File: src/rtl/ascon_result_deser.sv
// Purpose: times the ASCON core from start to ready, then deserializes its data/tag streams into words.
// Latency: first bit captured START_DELAY+1 cycles after the ready edge; out_valid rises MAX+START_DELAY+1 cycles after it.
// Backpressure: result held stable in HOLD while out_valid=1 and out_ready=0; new start/ready edges are ignored until handshake.
module ascon_result_deser #(
   parameter int Y_WIDTH     = 104,
   parameter int TAG_WIDTH   = 128,
   parameter int START_DELAY = 2,
   parameter int CNT_WIDTH   = 16
) (
   input  logic                 clk,
   input  logic                 rst_n,
   input  logic                 start_i,
   input  logic                 ready_i,
   input  logic                 dec_i,
   input  logic                 data_si,
   input  logic                 tag_si,
   input  logic                 clr_i,
   output logic [Y_WIDTH-1:0]   data_o,
   output logic [TAG_WIDTH-1:0] tag_o,
   output logic                 dec_o,
   output logic [CNT_WIDTH-1:0] cycles_o,
   output logic                 out_valid,
   input  logic                 out_ready,
   output logic                 busy_o
);

   localparam int MAX_W = (Y_WIDTH > TAG_WIDTH) ? Y_WIDTH : TAG_WIDTH;
   localparam int IDX_W = (MAX_W > 1) ? $clog2(MAX_W) : 1;
   // The delay register holds START_DELAY-1 at most, so clog2(START_DELAY) bits suffice.
   localparam int DLY_W = (START_DELAY > 1) ? $clog2(START_DELAY) : 1;
   localparam logic [IDX_W-1:0] LAST_IDX = IDX_W'(MAX_W - 1);
   localparam logic [DLY_W-1:0] DLY_INIT = (START_DELAY > 0) ? DLY_W'(START_DELAY - 1) : '0;

   typedef enum logic [2:0] {
      IDLE  = 3'd0,
      RUN   = 3'd1,
      WAIT  = 3'd2,
      SHIFT = 3'd3,
      HOLD  = 3'd4
   } state_t;

   // With no idle delay the first capture happens on the cycle right after the ready edge.
   localparam state_t POST_READY = (START_DELAY == 0) ? SHIFT : WAIT;

   state_t                state_q, state_d;
   logic                  start_q, ready_q;
   logic                  start_rise, ready_rise;
   logic [CNT_WIDTH-1:0]  cnt_q, cnt_inc;
   logic [DLY_W-1:0]      dly_q;
   logic [IDX_W-1:0]      idx_q;
   logic [Y_WIDTH-1:0]    data_q;
   logic [TAG_WIDTH-1:0]  tag_q;
   logic [CNT_WIDTH-1:0]  cycles_q;
   logic                  dec_q;
   logic                  valid_q;

   assign start_rise = start_i & ~start_q;
   assign ready_rise = ready_i & ~ready_q;
   assign cnt_inc    = (&cnt_q) ? cnt_q : cnt_q + CNT_WIDTH'(1);

   // Previous-cycle copies of the core strobes; keep updating through clr so held levels never refire.
   always_ff @(posedge clk or negedge rst_n) begin
      if (!rst_n) begin
         start_q <= 1'b0;
         ready_q <= 1'b0;
      end else begin
         start_q <= start_i;
         ready_q <= ready_i;
      end
   end

   // State register.
   always_ff @(posedge clk or negedge rst_n) begin
      if (!rst_n) state_q <= IDLE;
      else        state_q <= state_d;
   end

   // Next-state logic; edges outside IDLE/RUN are deliberately not looked at.
   always_comb begin
      state_d = state_q;
      if (clr_i) begin
         state_d = IDLE;
      end else begin
         case (state_q)
            IDLE: begin
               if (start_rise)      state_d = RUN;
               else if (ready_rise) state_d = POST_READY;
            end
            RUN:   if (ready_rise)           state_d = POST_READY;
            WAIT:  if (dly_q == '0)          state_d = SHIFT;
            SHIFT: if (idx_q == LAST_IDX)    state_d = HOLD;
            HOLD:  if (valid_q && out_ready) state_d = IDLE;
            default: state_d = IDLE;
         endcase
      end
   end

   // Latency counter, delay countdown, serial capture and result handshake.
   always_ff @(posedge clk or negedge rst_n) begin
      if (!rst_n) begin
         cnt_q    <= '0;
         dly_q    <= '0;
         idx_q    <= '0;
         data_q   <= '0;
         tag_q    <= '0;
         cycles_q <= '0;
         dec_q    <= 1'b0;
         valid_q  <= 1'b0;
      end else if (clr_i) begin
         cnt_q    <= '0;
         dly_q    <= '0;
         idx_q    <= '0;
         data_q   <= '0;
         tag_q    <= '0;
         cycles_q <= '0;
         valid_q  <= 1'b0;
      end else begin
         case (state_q)
            IDLE: begin
               if (start_rise) begin
                  cnt_q <= '0;
               end else if (ready_rise) begin
                  cycles_q <= '0;
                  dec_q    <= dec_i;
                  dly_q    <= DLY_INIT;
                  idx_q    <= '0;
               end
            end
            RUN: begin
               // The ready edge cycle itself counts, so latency = counter + 1.
               if (ready_rise) begin
                  cycles_q <= cnt_inc;
                  dec_q    <= dec_i;
                  dly_q    <= DLY_INIT;
                  idx_q    <= '0;
               end else begin
                  cnt_q <= cnt_inc;
               end
            end
            WAIT: begin
               if (dly_q != '0) dly_q <= dly_q - DLY_W'(1);
            end
            SHIFT: begin
               for (int i = 0; i < Y_WIDTH; i++)
                  if (IDX_W'(i) == idx_q) data_q[i] <= data_si;
               for (int i = 0; i < TAG_WIDTH; i++)
                  if (IDX_W'(i) == idx_q) tag_q[i] <= tag_si;
               idx_q <= (idx_q == LAST_IDX) ? '0 : idx_q + IDX_W'(1);
            end
            HOLD: begin
               // One settling cycle with out_valid low, then hold until accepted.
               if (!valid_q)       valid_q <= 1'b1;
               else if (out_ready) valid_q <= 1'b0;
            end
            default: ;
         endcase
      end
   end

   assign data_o    = data_q;
   assign tag_o     = tag_q;
   assign dec_o     = dec_q;
   assign cycles_o  = cycles_q;
   assign out_valid = valid_q;
   assign busy_o    = (state_q != IDLE);

endmodule

File: config.mk
export PLATFORM = sky130hd
export DESIGN_NAME = ascon_result_deser
export DESIGN_NICKNAME = d
export VERILOG_FILES = /design/src/rtl/ascon_result_deser.sv
export SDC_FILE = /design/constraint.sdc
export NUM_CORES = 1
export LEC_CHECK = 0
export ABC_AREA = 0
export CAP_MARGIN = 20
export CORE_UTILIZATION = 52
export CTS_CLUSTER_SIZE = 40
export DETAILED_ROUTE_END_ITERATION = 7
export PLACE_DENSITY = 0.9
export SLEW_MARGIN = 10
export SYNTH_ARGS = -nofsm -noshare
export SYNTH_HDL_FRONTEND = slang
export SYNTH_SLANG_ARGS = --single-unit
File: constraint.sdc
create_clock -name clk -period 2.15 [get_ports clk]
set_input_delay 0.215 -clock clk [delete_from_list [all_inputs] [get_ports clk]]
set_output_delay 0.215 -clock clk [all_outputs]
set_load 0.1 [all_outputs]
==> reports/qor.txt, run 1 <==
status -> finished, final reports clean
Final Core Density -> 0.659
Synth Flop Type -> dfrtp_1
Max Cap Viol -> 0
critical path arrival -> 1780 ps
clk buf depth -> 3
detailed placement HPWL -> 24500 um
Hold Path End -> tag_o[72]$_DFFE_PN0P_
CTS tree -> yes
synthesized flop and latch total -> 279
Final Critical Period -> 1990 ps
synth-to-layout area growth -> 24.8%
Routability Congestion -> 0.949
Leak Pwr -> 7.07 nW
register area share after synthesis -> 0.545
final wirelength -> 37600 um
metal1 wirelength -> 15300 um
HP Start -> tag_si
first-pass GRT wire length -> 59700 um
reg2reg end -> cycles_o[13]$_DFFE_PN0P_
Worst Hold Depth -> 3
Die X -> 159 um
First-pass DRT Iterations -> 6
Starting Density -> 0.528
syn avg cell area -> 8.55 sq um
Sink Count -> 279
Min-Delay Path Class -> input pin to flop
Total Power -> 0.0107 W
Skew-Pair Late Insertion Delay -> 550 ps
Antenna Cells -> 0
final hold viol count -> 0
share of cells above drive strength 1 -> 0.216
Clock power frac -> 0.446
row count -> 57
Worst path slowest cell -> dfrtp_1
period utilisation layout -> 0.926
Ys Warns -> 0
Routed Antenna Nets -> 0
DR top layer -> met5
CP max stage delay -> 420 ps
post-DR vias/cell -> 5.88
cell area after synthesis -> 0.0128 sq mm
vias in the first global route -> 11200
Achievable Freq -> 502 MHz
Synthesized Nets -> 1512
port bufs -> 259
Comb power frac -> 0.061
RSZ-0062 raised after global routing -> no
R2R Setup Slk -> 190 ps
Worst Tran Pin Value -> 697 ps
critical path type -> flop to output pin
Seq pwr share -> 0.494
Iter 0 DRT Violations -> 1307
Num CTS Buffers -> 29
VDD IR max -> 0.000568 V
Cell variety after synth -> 52
post-DR wirelength/cell -> 18.4 um
Reg-to-Reg Start -> cnt_q[0]$_DFFE_PN0P_
CTS HTree Levels -> 1
Switching Fraction -> 0.240
internal power -> 0.00816 W
Nets -> 1715
post-cts resize count -> 0
IO Count -> 260
worst-path fanout max -> 8
hold buffer count at CTS -> 2
CTS root buf -> clkbuf_16
CORE AREA -> 0.0242 sq mm
final setup violation count -> 0
CP dominant cell by count -> buf_4
Critical Path RT -> 1930 ps
Slew HR -> 0.535
number of antenna violations at the first check in global routing -> 1
worst clock skew -> 13.0 ps
Worst Reg-to-Reg Cells -> 6
Mapped Cells -> 1498
Setup Total Neg Slack -> 0 ps
CP cell instances -> buf_4 -> or3_1 -> buf_4
DRC Markers -> 0
largest net degree at the start of global routing -> 130
Switch Pwr -> 0.00258 W
Remaining Overflow, GRT -> 0
Die Area -> 0.0253 sq mm
EDFF count, synth -> 0
Setup crit end kind -> output pin
Die H -> 159 um
fin. max-slew vios -> 0
Pwr Density -> 671 mW/mm^2
CP Launch Type -> flop
post-CTS setup buffer count -> 0
via count -> 12000
Tot GR Track Use -> 0.292
Async SR Flop Fraction -> 1.00
DR WL met2 -> 17400 um
clock transition at the registers of the reported paths -> 60 ps
met3 WL -> 3200 um
-- registers in the layout, summed over array words and instances, names as in the netlist --
register,cells
cnt_q,16
dec_o,1
out_valid,1
state_q,3
ready_q,1
idx_q,7
start_q,1
dly_q,1
data_o,104
tag_o,128
cycles_o,16
-- critical path: cells and delay by family, from the launching register on --
| kind | cells | cell delay [ps] |
|---|---|---|
| buffers and inverters | 2 | 430 |
| and+or+nand+nor | 1 | 390 |
| DFF | 1 | 420 |
-- power by group through the flow --
stage / clock network [W] / logic [W] / registers [W]
3_3_place_gp: 0 / 0.000644 / 0.00539
2_1_floorplan: 0 / 0.000304 / 0.00548
6_report: 0.00478 / 0.000655 / 0.00530
3_5_place_dp: 0 / 0.000649 / 0.00539
5_1_grt: 0.00504 / 0.000707 / 0.00530
4_1_cts: 0.00485 / 0.000655 / 0.00530
-- Yosys cell counts (6+ instances only) --
cell type | n | area (sq um)
a21o_1 | 6 | 45.0
a21oi_1 | 243 | 1220
and3_1 | 7 | 43.8
buf_2 | 34 | 170
clkbuf_1 | 100 | 375
dfrtp_1 | 279 | 6980
inv_1 | 9 | 33.8
mux2i_1 | 6 | 60.1
nand2_1 | 298 | 1120
nand3_1 | 76 | 380
nand4_1 | 9 | 56.3
nor2_1 | 117 | 439
nor2_2 | 7 | 43.8
nor3_1 | 9 | 45.0
o21ai_0 | 199 | 996
o31ai_1 | 10 | 75.1
-- placed cells by master, fill, tap and decap left out, types with 9 or more instances in the layout --
master	n
o21ai_0	199
nand2_1	298
buf_4	298
clkbuf_1	9
inv_1	9
nor3_1	9
o31ai_1	10
clkbuf_16	29
dfrtp_1	279
nor2_1	117
a21oi_1	243
nand3_1	76
nand4_1	9
-- metal layers --
layer  vias up  GRT usage
met1      5807      0.393
met2       589      0.449
met3       123     0.0724
li1       5503          -
met4         2      0.136
met5         -          0
-- worst max path at each step --
stage / start / end / slack (ps) / cells after the start
3_3_place_gp: ready_i / cycles_o[15]$_DFFE_PN0P_ / 150 / 6
6_report: state_q[1]$_DFFE_PN0P_ / busy_o / 160 / 3
4_1_cts: state_q[1]$_DFFE_PN0P_ / busy_o / 140 / 3
3_5_place_dp: ready_i / cycles_o[8]$_DFFE_PN0P_ / 130 / 5
5_1_grt: idx_q[1]$_DFFE_PN0P_ / idx_q[5]$_DFFE_PN0P_ / 10 / 6
2_1_floorplan: out_valid$_DFFE_PN0P_ / state_q[0]$_DFFE_PN0P_ / 430 / 5
-- stage by stage --
stage / cell area, sq um / cells / setup slack (ps) / hold WS (ps)
2_1_floorplan: 12800 / 1498 / 430 / -80.6
4_1_cts: 16000 / 2046 / 141 / 83.1
3_5_place_dp: 15100 / 1992 / 131 / 150
6_report: 16000 / 2046 / 160 / 94.9
5_1_grt: 16000 / 2046 / 11.1 / 96.5
3_3_place_gp: 15100 / 1992 / 151 / 153
-- logic make-up (layout without fill, tap and decap cells) --
family	after synthesis	after routing	share of synthesized area
XOR/XNOR	10	10	0.00684
AO/OA/AOI/OAI	479	479	0.195
multiplexers	8	8	0.00645
adder cells (fa/ha/maj)	5	5	0.00488
AND/OR/NAND/NOR	566	566	0.192
buffers and inverters	151	375	0.0499
flip-flops	279	279	0.545
-- area by class of cell --
class                   instances  area (sq um)
fillers                      1935          8260
inverters                       9          33.8
flip-flops and latches        279          6980
clock inverters                10          81.3
repair buffers                314          2480
clock buffers                  42           815
multi-input cells            1068          5190
well taps                     324           405
No activity file was read; power rests on OpenSTA's default activity.
==> run 2: changes to the inputs <==
--- a/config.mk
+++ b/config.mk
@@ -6,7 +6,6 @@
 export NUM_CORES = 1
 export LEC_CHECK = 0
 export ABC_AREA = 0
-export CAP_MARGIN = 20
 export CORE_UTILIZATION = 52
 export CTS_CLUSTER_SIZE = 40
 export DETAILED_ROUTE_END_ITERATION = 7
==> results of run 2 <==
Final layout, timing and power as in run 1 (identical DEF).
==> run 3: changes to the inputs <==
--- a/config.mk
+++ b/config.mk
@@ -9,8 +9,8 @@
 export CORE_UTILIZATION = 52
 export CTS_CLUSTER_SIZE = 40
 export DETAILED_ROUTE_END_ITERATION = 7
+export GPL_ROUTABILITY_DRIVEN = 1
 export PLACE_DENSITY = 0.9
-export SLEW_MARGIN = 10
 export SYNTH_ARGS = -nofsm -noshare
 export SYNTH_HDL_FRONTEND = slang
 export SYNTH_SLANG_ARGS = --single-unit
==> results of run 3 <==
Final layout, timing and power as in run 1 (identical DEF).
